--- src/rtl/if_fetch_pkg.sv ---
// Shared types and constants for the instruction fetch stage.
package if_fetch_pkg;

    localparam int INST_W = 32;
    localparam int PC_W   = 32;

    localparam logic [PC_W-1:0]   DEFAULT_RESET_PC = 32'h0000_3000;
    localparam logic [INST_W-1:0] NOP              = '0;

    // One buffered fetch result: the instruction word and the PC it came from.
    typedef struct packed {
        logic [INST_W-1:0] inst;
        logic [PC_W-1:0]   pc;
    } fetch_entry_t;

    function automatic logic [PC_W-1:0] word_align(input logic [PC_W-1:0] addr);
        return addr & ~PC_W'(3);
    endfunction

endpackage

--- src/rtl/if_fetch_if.sv ---
// Fetch-stage bus: instruction memory request/response, redirect, and decode handshake.
interface if_fetch_if;
    import if_fetch_pkg::*;

    logic              imem_en;
    logic [PC_W-1:0]   imem_addr;
    logic [INST_W-1:0] imem_rdata;
    logic              redirect;
    logic [PC_W-1:0]   redirect_pc;
    logic              inst_valid;
    logic [INST_W-1:0] inst;
    logic [PC_W-1:0]   inst_pc;
    logic              inst_ready;

    modport master (
        output imem_en, imem_addr, inst_valid, inst, inst_pc,
        input  imem_rdata, redirect, redirect_pc, inst_ready
    );

    modport slave (
        input  imem_en, imem_addr, inst_valid, inst, inst_pc,
        output imem_rdata, redirect, redirect_pc, inst_ready
    );

endinterface

--- src/rtl/if_queue.sv ---
// Circular FIFO of {inst, pc} entries with push, pop and synchronous flush.
module if_queue
    import if_fetch_pkg::*;
#(
    parameter int DEPTH = 2
) (
    input  logic                   clock,
    input  logic                   reset,
    input  logic                   push,
    input  logic                   pop,
    input  logic                   flush,
    input  fetch_entry_t           push_data,
    output fetch_entry_t           head_data,
    output logic                   head_valid,
    output logic [$clog2(DEPTH):0] count
);

    localparam int AW = $clog2(DEPTH);
    localparam int CW = AW + 1;

    fetch_entry_t    mem_reg [DEPTH];
    logic [AW-1:0]   head_ptr_reg;
    logic [AW-1:0]   tail_ptr_reg;
    logic [CW-1:0]   count_reg;
    logic            pop_eff;
    logic            push_eff;

    assign pop_eff  = pop & (count_reg != '0);
    assign push_eff = push & !flush;

    always_ff @(posedge clock or posedge reset) begin
        if (reset) begin
            for (int i = 0; i < DEPTH; i++) begin
                mem_reg[i] <= '{inst: NOP, pc: '0};
            end
        end else if (push_eff) begin
            mem_reg[tail_ptr_reg] <= push_data;
        end
    end

    // Flush wins over push/pop; stale storage contents are simply left behind.
    always_ff @(posedge clock or posedge reset) begin
        if (reset) begin
            head_ptr_reg <= '0;
            tail_ptr_reg <= '0;
            count_reg    <= '0;
        end else if (flush) begin
            head_ptr_reg <= '0;
            tail_ptr_reg <= '0;
            count_reg    <= '0;
        end else begin
            if (push_eff) begin
                tail_ptr_reg <= tail_ptr_reg + AW'(1);
            end
            if (pop_eff) begin
                head_ptr_reg <= head_ptr_reg + AW'(1);
            end
            if (push_eff && !pop_eff) begin
                count_reg <= count_reg + CW'(1);
            end else if (!push_eff && pop_eff) begin
                count_reg <= count_reg - CW'(1);
            end
        end
    end

    assign head_data  = mem_reg[head_ptr_reg];
    assign head_valid = (count_reg != '0);
    assign count      = count_reg;

endmodule

--- src/rtl/if_fetch.sv ---
// Instruction fetch: PC, credit-based imem requests, in-flight kill on redirect, fetch queue.
module if_fetch
    import if_fetch_pkg::*;
#(
    parameter int              DEPTH    = 2,
    parameter logic [PC_W-1:0] RESET_PC = DEFAULT_RESET_PC
) (
    input  logic        clock,
    input  logic        reset,
    if_fetch_if.master  fif
);

    localparam int CW = $clog2(DEPTH) + 1;
    localparam logic [CW:0] DEPTH_C = (CW+1)'(DEPTH);

    logic [PC_W-1:0] pc_reg;
    logic [PC_W-1:0] inflight_pc_reg;
    logic            inflight_reg;
    logic            kill_reg;

    logic            pop;
    logic            push;
    logic            req;
    logic [CW:0]     credit;
    logic [CW-1:0]   q_count;
    fetch_entry_t    head;
    logic            head_valid;

    assign pop = head_valid & fif.inst_ready;

    // Slots already spoken for: buffered entries plus the response still on its way.
    assign credit = {1'b0, q_count} + (CW+1)'(inflight_reg) - (CW+1)'(pop);
    assign req    = !reset & !fif.redirect & (credit < DEPTH_C);
    assign push   = inflight_reg & !kill_reg;

    always_ff @(posedge clock or posedge reset) begin
        if (reset) begin
            pc_reg          <= RESET_PC;
            inflight_pc_reg <= '0;
            inflight_reg    <= 1'b0;
            kill_reg        <= 1'b0;
        end else begin
            kill_reg <= fif.redirect & inflight_reg;
            if (fif.redirect) begin
                pc_reg       <= word_align(fif.redirect_pc);
                inflight_reg <= 1'b0;
            end else begin
                inflight_reg <= req;
                if (req) begin
                    pc_reg          <= pc_reg + PC_W'(4);
                    inflight_pc_reg <= pc_reg;
                end
            end
        end
    end

    if_queue #(
        .DEPTH (DEPTH)
    ) u_queue (
        .clock      (clock),
        .reset      (reset),
        .push       (push),
        .pop        (pop),
        .flush      (fif.redirect),
        .push_data  ('{inst: fif.imem_rdata, pc: inflight_pc_reg}),
        .head_data  (head),
        .head_valid (head_valid),
        .count      (q_count)
    );

    assign fif.imem_en    = req;
    assign fif.imem_addr  = pc_reg;
    assign fif.inst_valid = head_valid;
    assign fif.inst       = head.inst;
    assign fif.inst_pc    = head.pc;

endmodule

--- src/flat_wrapper.sv ---
// flat-port wrapper written by rule: the top's interface ports become plain ports
module if_fetch_flat import if_fetch_pkg::*;
#(
    parameter int              DEPTH    = 2,
    parameter logic [PC_W-1:0] RESET_PC = DEFAULT_RESET_PC
)
  (clock, reset, fif_imem_en, fif_imem_addr, fif_inst_valid, fif_inst, fif_inst_pc, fif_imem_rdata, fif_redirect, fif_redirect_pc, fif_inst_ready);
  if_fetch_if fif_i ();
  input  logic clock;
  input  logic reset;
  output wire logic [$bits(fif_i.imem_en)-1:0] fif_imem_en;
  output wire logic [$bits(fif_i.imem_addr)-1:0] fif_imem_addr;
  output wire logic [$bits(fif_i.inst_valid)-1:0] fif_inst_valid;
  output wire logic [$bits(fif_i.inst)-1:0] fif_inst;
  output wire logic [$bits(fif_i.inst_pc)-1:0] fif_inst_pc;
  input wire logic [$bits(fif_i.imem_rdata)-1:0] fif_imem_rdata;
  input wire logic [$bits(fif_i.redirect)-1:0] fif_redirect;
  input wire logic [$bits(fif_i.redirect_pc)-1:0] fif_redirect_pc;
  input wire logic [$bits(fif_i.inst_ready)-1:0] fif_inst_ready;
  assign fif_imem_en = fif_i.imem_en;
  assign fif_imem_addr = fif_i.imem_addr;
  assign fif_inst_valid = fif_i.inst_valid;
  assign fif_inst = fif_i.inst;
  assign fif_inst_pc = fif_i.inst_pc;
  assign fif_i.imem_rdata = fif_imem_rdata;
  assign fif_i.redirect = fif_redirect;
  assign fif_i.redirect_pc = fif_redirect_pc;
  assign fif_i.inst_ready = fif_inst_ready;
  if_fetch #(.DEPTH(DEPTH), .RESET_PC(RESET_PC)) u_core (.clock(clock), .reset(reset), .fif(fif_i));
endmodule
--- config.mk ---
export PLATFORM = sky130hd
export DESIGN_NAME = if_fetch_flat
export DESIGN_NICKNAME = d
export VERILOG_FILES = /design/src/rtl/if_fetch_pkg.sv /design/src/rtl/if_fetch_if.sv /design/src/rtl/if_queue.sv /design/src/rtl/if_fetch.sv /design/src/flat_wrapper.sv
export SDC_FILE = /design/constraint.sdc
export NUM_CORES = 1
export LEC_CHECK = 0
export BUFFER_PORTS_ARGS = -buffer_cell sky130_fd_sc_hd__buf_2
export CORE_MARGIN = 10
export CORE_UTILIZATION = 48
export CTS_CLUSTER_DIAMETER = 80
export DETAILED_ROUTE_END_ITERATION = 8
export GPL_TIMING_DRIVEN = 0
export HOLD_SLACK_MARGIN = 0.15
export PLACE_DENSITY = 0.7
export SYNTH_ARGS = -nofsm -noshare
export SYNTH_HDL_FRONTEND = slang
export SYNTH_HIERARCHICAL = 1
export SYNTH_SLANG_ARGS = --single-unit
export TNS_END_PERCENT = 30
--- constraint.sdc ---
create_clock -name clock -period 9.8 [get_ports clock]
set_input_delay 1.96 -clock clock [delete_from_list [all_inputs] [get_ports clock]]
set_output_delay 1.96 -clock clock [all_outputs]
set_load 0.01 [all_outputs]
==> qor.yml <==
timing:
  setup_violations: 0
  skew_ns: 0.00756
  setup_tns_ns: 0
  rsz0062_at_grt: "false"
  fin_ws_ns: 3.00
  period_share_pct: 69.3
  fmax_mhz: 147
  maxSlewViolCount: 0
  maxSlewHeadroom_pct: 30.4
  final.min_clock_period_ns: 6.80
  worst_pin_slew_ns: 1.03
  finalHoldViolCount: 0
global_route:
  grt.total_usage_pct: 18.7
  grt_pass1_wl_um: 36900
  antenna_found_initial: 2
  grt_pass1_vias: 6608
  overflow: 0
  grt_max_degree: 101
placement:
  dp_slack_ns: 3.05
  dpl.hpwl_um: 16400
  io_buffers: 161
  place.gp.congestion: 0.910
floorplanning:
  dieArea_mm2: 0.0251
  dieHeight_um: 158
  core_mm2: 0.0188
  fp.dieW_um: 158
  fp-row-count: 50
  pin_count: 166
  initial_core_util_pct: 48.9
finish:
  layout-drive-gt1-share_pct: 47.2
  layout.nets: 961
  final_cell_mix: "dfrtp_1 (192), buf_2 (168), mux2_2 (133)"
  area_growth_pct: 19.1
  layout_commonest_cell: "dfrtp_1"
  largest_reg_flops: 128
power:
  peakVddDrop_v: 0.000127
  power_density_mw_per_mm2: 243
  p_int_w: 0.00186
  p_sw_w: 0.000803
  pwr-share-seq_pct: 45.9
  sw_frac_of_total_pct: 30.1
  clkPwrFrac_pct: 25.9
  leakage_nw: 5.37
  combPwrFrac_pct: 28.2
job:
  maxCapViolations: 0
cts:
  cts_buffer_depth: 2
  clockRootBuffer: "clkbuf_16"
  tritoncts: "built"
  hold_buffers: 0
  htree_levels: 4
  clkSinkCount: 194
  post_cts_resize_count: 0
  cts_setup_buffers: 0
  clock_latency_ns: 0.43
  cts_buffers: 17
  path_clk_slew_ns: 0.07
worst_setup_path:
  reg2reg_depth: 9
  path_class: "primary input to output port"
  worstPathMaxFanout: 10
  cp_top_family: "buffers and inverters"
  crit_buf_inv: 5
  critPathMaxStageDelay_ns: 0.64
  path_depth: 11
  crit_slowest_cell: "xnor2_1"
  cp_cell_sequence: "buf_2 > and2_1 > ha_1 > nand2b_1 > fa_1 > xnor2_1 > nand2_1 > clkbuf_1 > clkbuf_1 > inv_1 > buf_2"
  end_kind: "output port"
  cp-start-kind: "primary input"
  required_ns: 7.84
  arrival_ns: 4.84
route:
  vias_per_cell: 5.52
  drc: 0
  wirelength_um: 22900
  drtIter0Drc: 409
  wl_per_cell_um: 20.1
  vias: 6282
  drt_first_pass_iters: 5
  antenna_left: 0
logic_synthesis:
  ys_seq_elements: 194
  synth_cell_types: 56
  synth_edf_count: 0
  netlist_instances: 703
  yosys_most_used_dff: "dfrtp_1"
  async_flop_share_pct: 100
  synth_largest_area_cell: "dfrtp_1"
  seq_area_frac_synth_pct: 52.9
  synth_area_per_cell_um2: 13.1
  yosys-top-cells-area: "dfrtp_1 (52%), mux2_2 (16%), mux2_4 (9.8%)"
  yosysTopAreaCellShare_pct: 52.3
  syn_area_mm2: 0.00919
  ys_warn_count: 6
hold_path:
  hold_class: "flip-flop to flip-flop"
  holdPathStages: 1
outcome:
  status: "finished clean"
## synthesized netlist by cell type, types with 2 or more instances
master / n
o31ai_1: 2
and3_1: 4
nand4_1: 9
and4b_1: 2
a31oi_1: 5
nand3_1: 14
nor4_1: 6
o211ai_1: 9
and2_1: 5
buf_2: 7
dfrtp_1: 192
mux2_2: 133
buf_4: 2
or2_2: 3
dfstp_2: 2
o311ai_0: 22
buf_12: 6
nor3_1: 2
a221o_1: 3
buf_6: 8
xnor2_1: 3
and4_1: 2
nor2b_1: 4
mux2_4: 60
o21ai_0: 13
nand2b_1: 4
mux2i_1: 6
or4_1: 5
inv_1: 14
a22oi_1: 2
nor2_1: 7
clkbuf_1: 12
a21oi_1: 6
ha_1: 2
a21boi_0: 2
nand2_1: 105
## per-layer routing
layer / part of all wire [%] / global-route usage (%) / vias up
met3: 7.7 / 5.64 / 24
met4: 1.2 / 4.98 / 2
met1: 47 / 26.0 / 3102
li1: - / - / 2912
met5: 0.057 / 0 / -
met2: 44 / 27.7 / 242
## worst paths after layout
kind / startpoint / end / slack (ns)
min in group asynchronous: reset / u_core/u_queue/count[0] / 1.54
setup / recovery: fif_inst_ready / fif_imem_en / 3.00
hold reg to reg: u_core/u_queue/mem_reg[34] / u_core/u_queue/mem_reg[34] / 0.50
max in group asynchronous: reset / u_core/fif.imem_addr[12] / 7.35
setup reg to reg: u_core/u_queue/count[1] / u_core/fif.imem_addr[29] / 5.86
hold / removal: u_core/u_queue/mem_reg[34] / u_core/u_queue/mem_reg[34] / 0.50
## kinds of logic after synthesis
group / count (synthesis) / share of synthesized area (%)
mux: 199 / 26.8
flops: 194 / 52.9
simple gates: 183 / 10.1
compound gates: 67 / 5.31
buf+inv: 52 / 4.09
xor+xnor: 4 / 0.381
fa+ha+maj: 3 / 0.490
other cells: 1 / 0.0408
## metrics by stage
| stage | area (um^2) | hold slack, ns | power, W | utilization [%] | cells |
|---|---|---|---|---|---|
| finish | 10900 | 0.504 | 0.00266 | 58.3 | 1138 |
| global route | 10900 | 0.516 | 0.00282 | 58.3 | 1137 |
| CTS | 10900 | 0.508 | 0.00269 | 58.3 | 1137 |
| detailed placement | 10400 | 0.488 | 0.00199 | 55.2 | 1105 |
| global placement | 10300 | 0.483 | 0.00197 | 54.9 | 1103 |
| floorplan | 9210 | 0.458 | 0.00171 | - | 708 |
## final cells by class
class / instances / area, um^2
diodes: 1 / 2.50
plain buffers: 37 / 319
clock buffers: 18 / 439
clock inverters: 14 / 143
fillers: 1558 / 7830
inverters: 15 / 61.3
multi-input cells: 462 / 3970
flip-flops and latches: 194 / 4860
well taps: 234 / 293
repair buffers: 163 / 853
## power by group through the flow
stage,logic [W],clock network (W),registers (W)
after floorplan,0.000524,0,0.00119
after global placement,0.000744,0,0.00122
after detailed placement,0.000761,0,0.00123
after CTS,0.000765,0.000708,0.00122
after global routing,0.000821,0.000743,0.00126
final,0.000752,0.000690,0.00122
(Power assumes the default switching activity.)
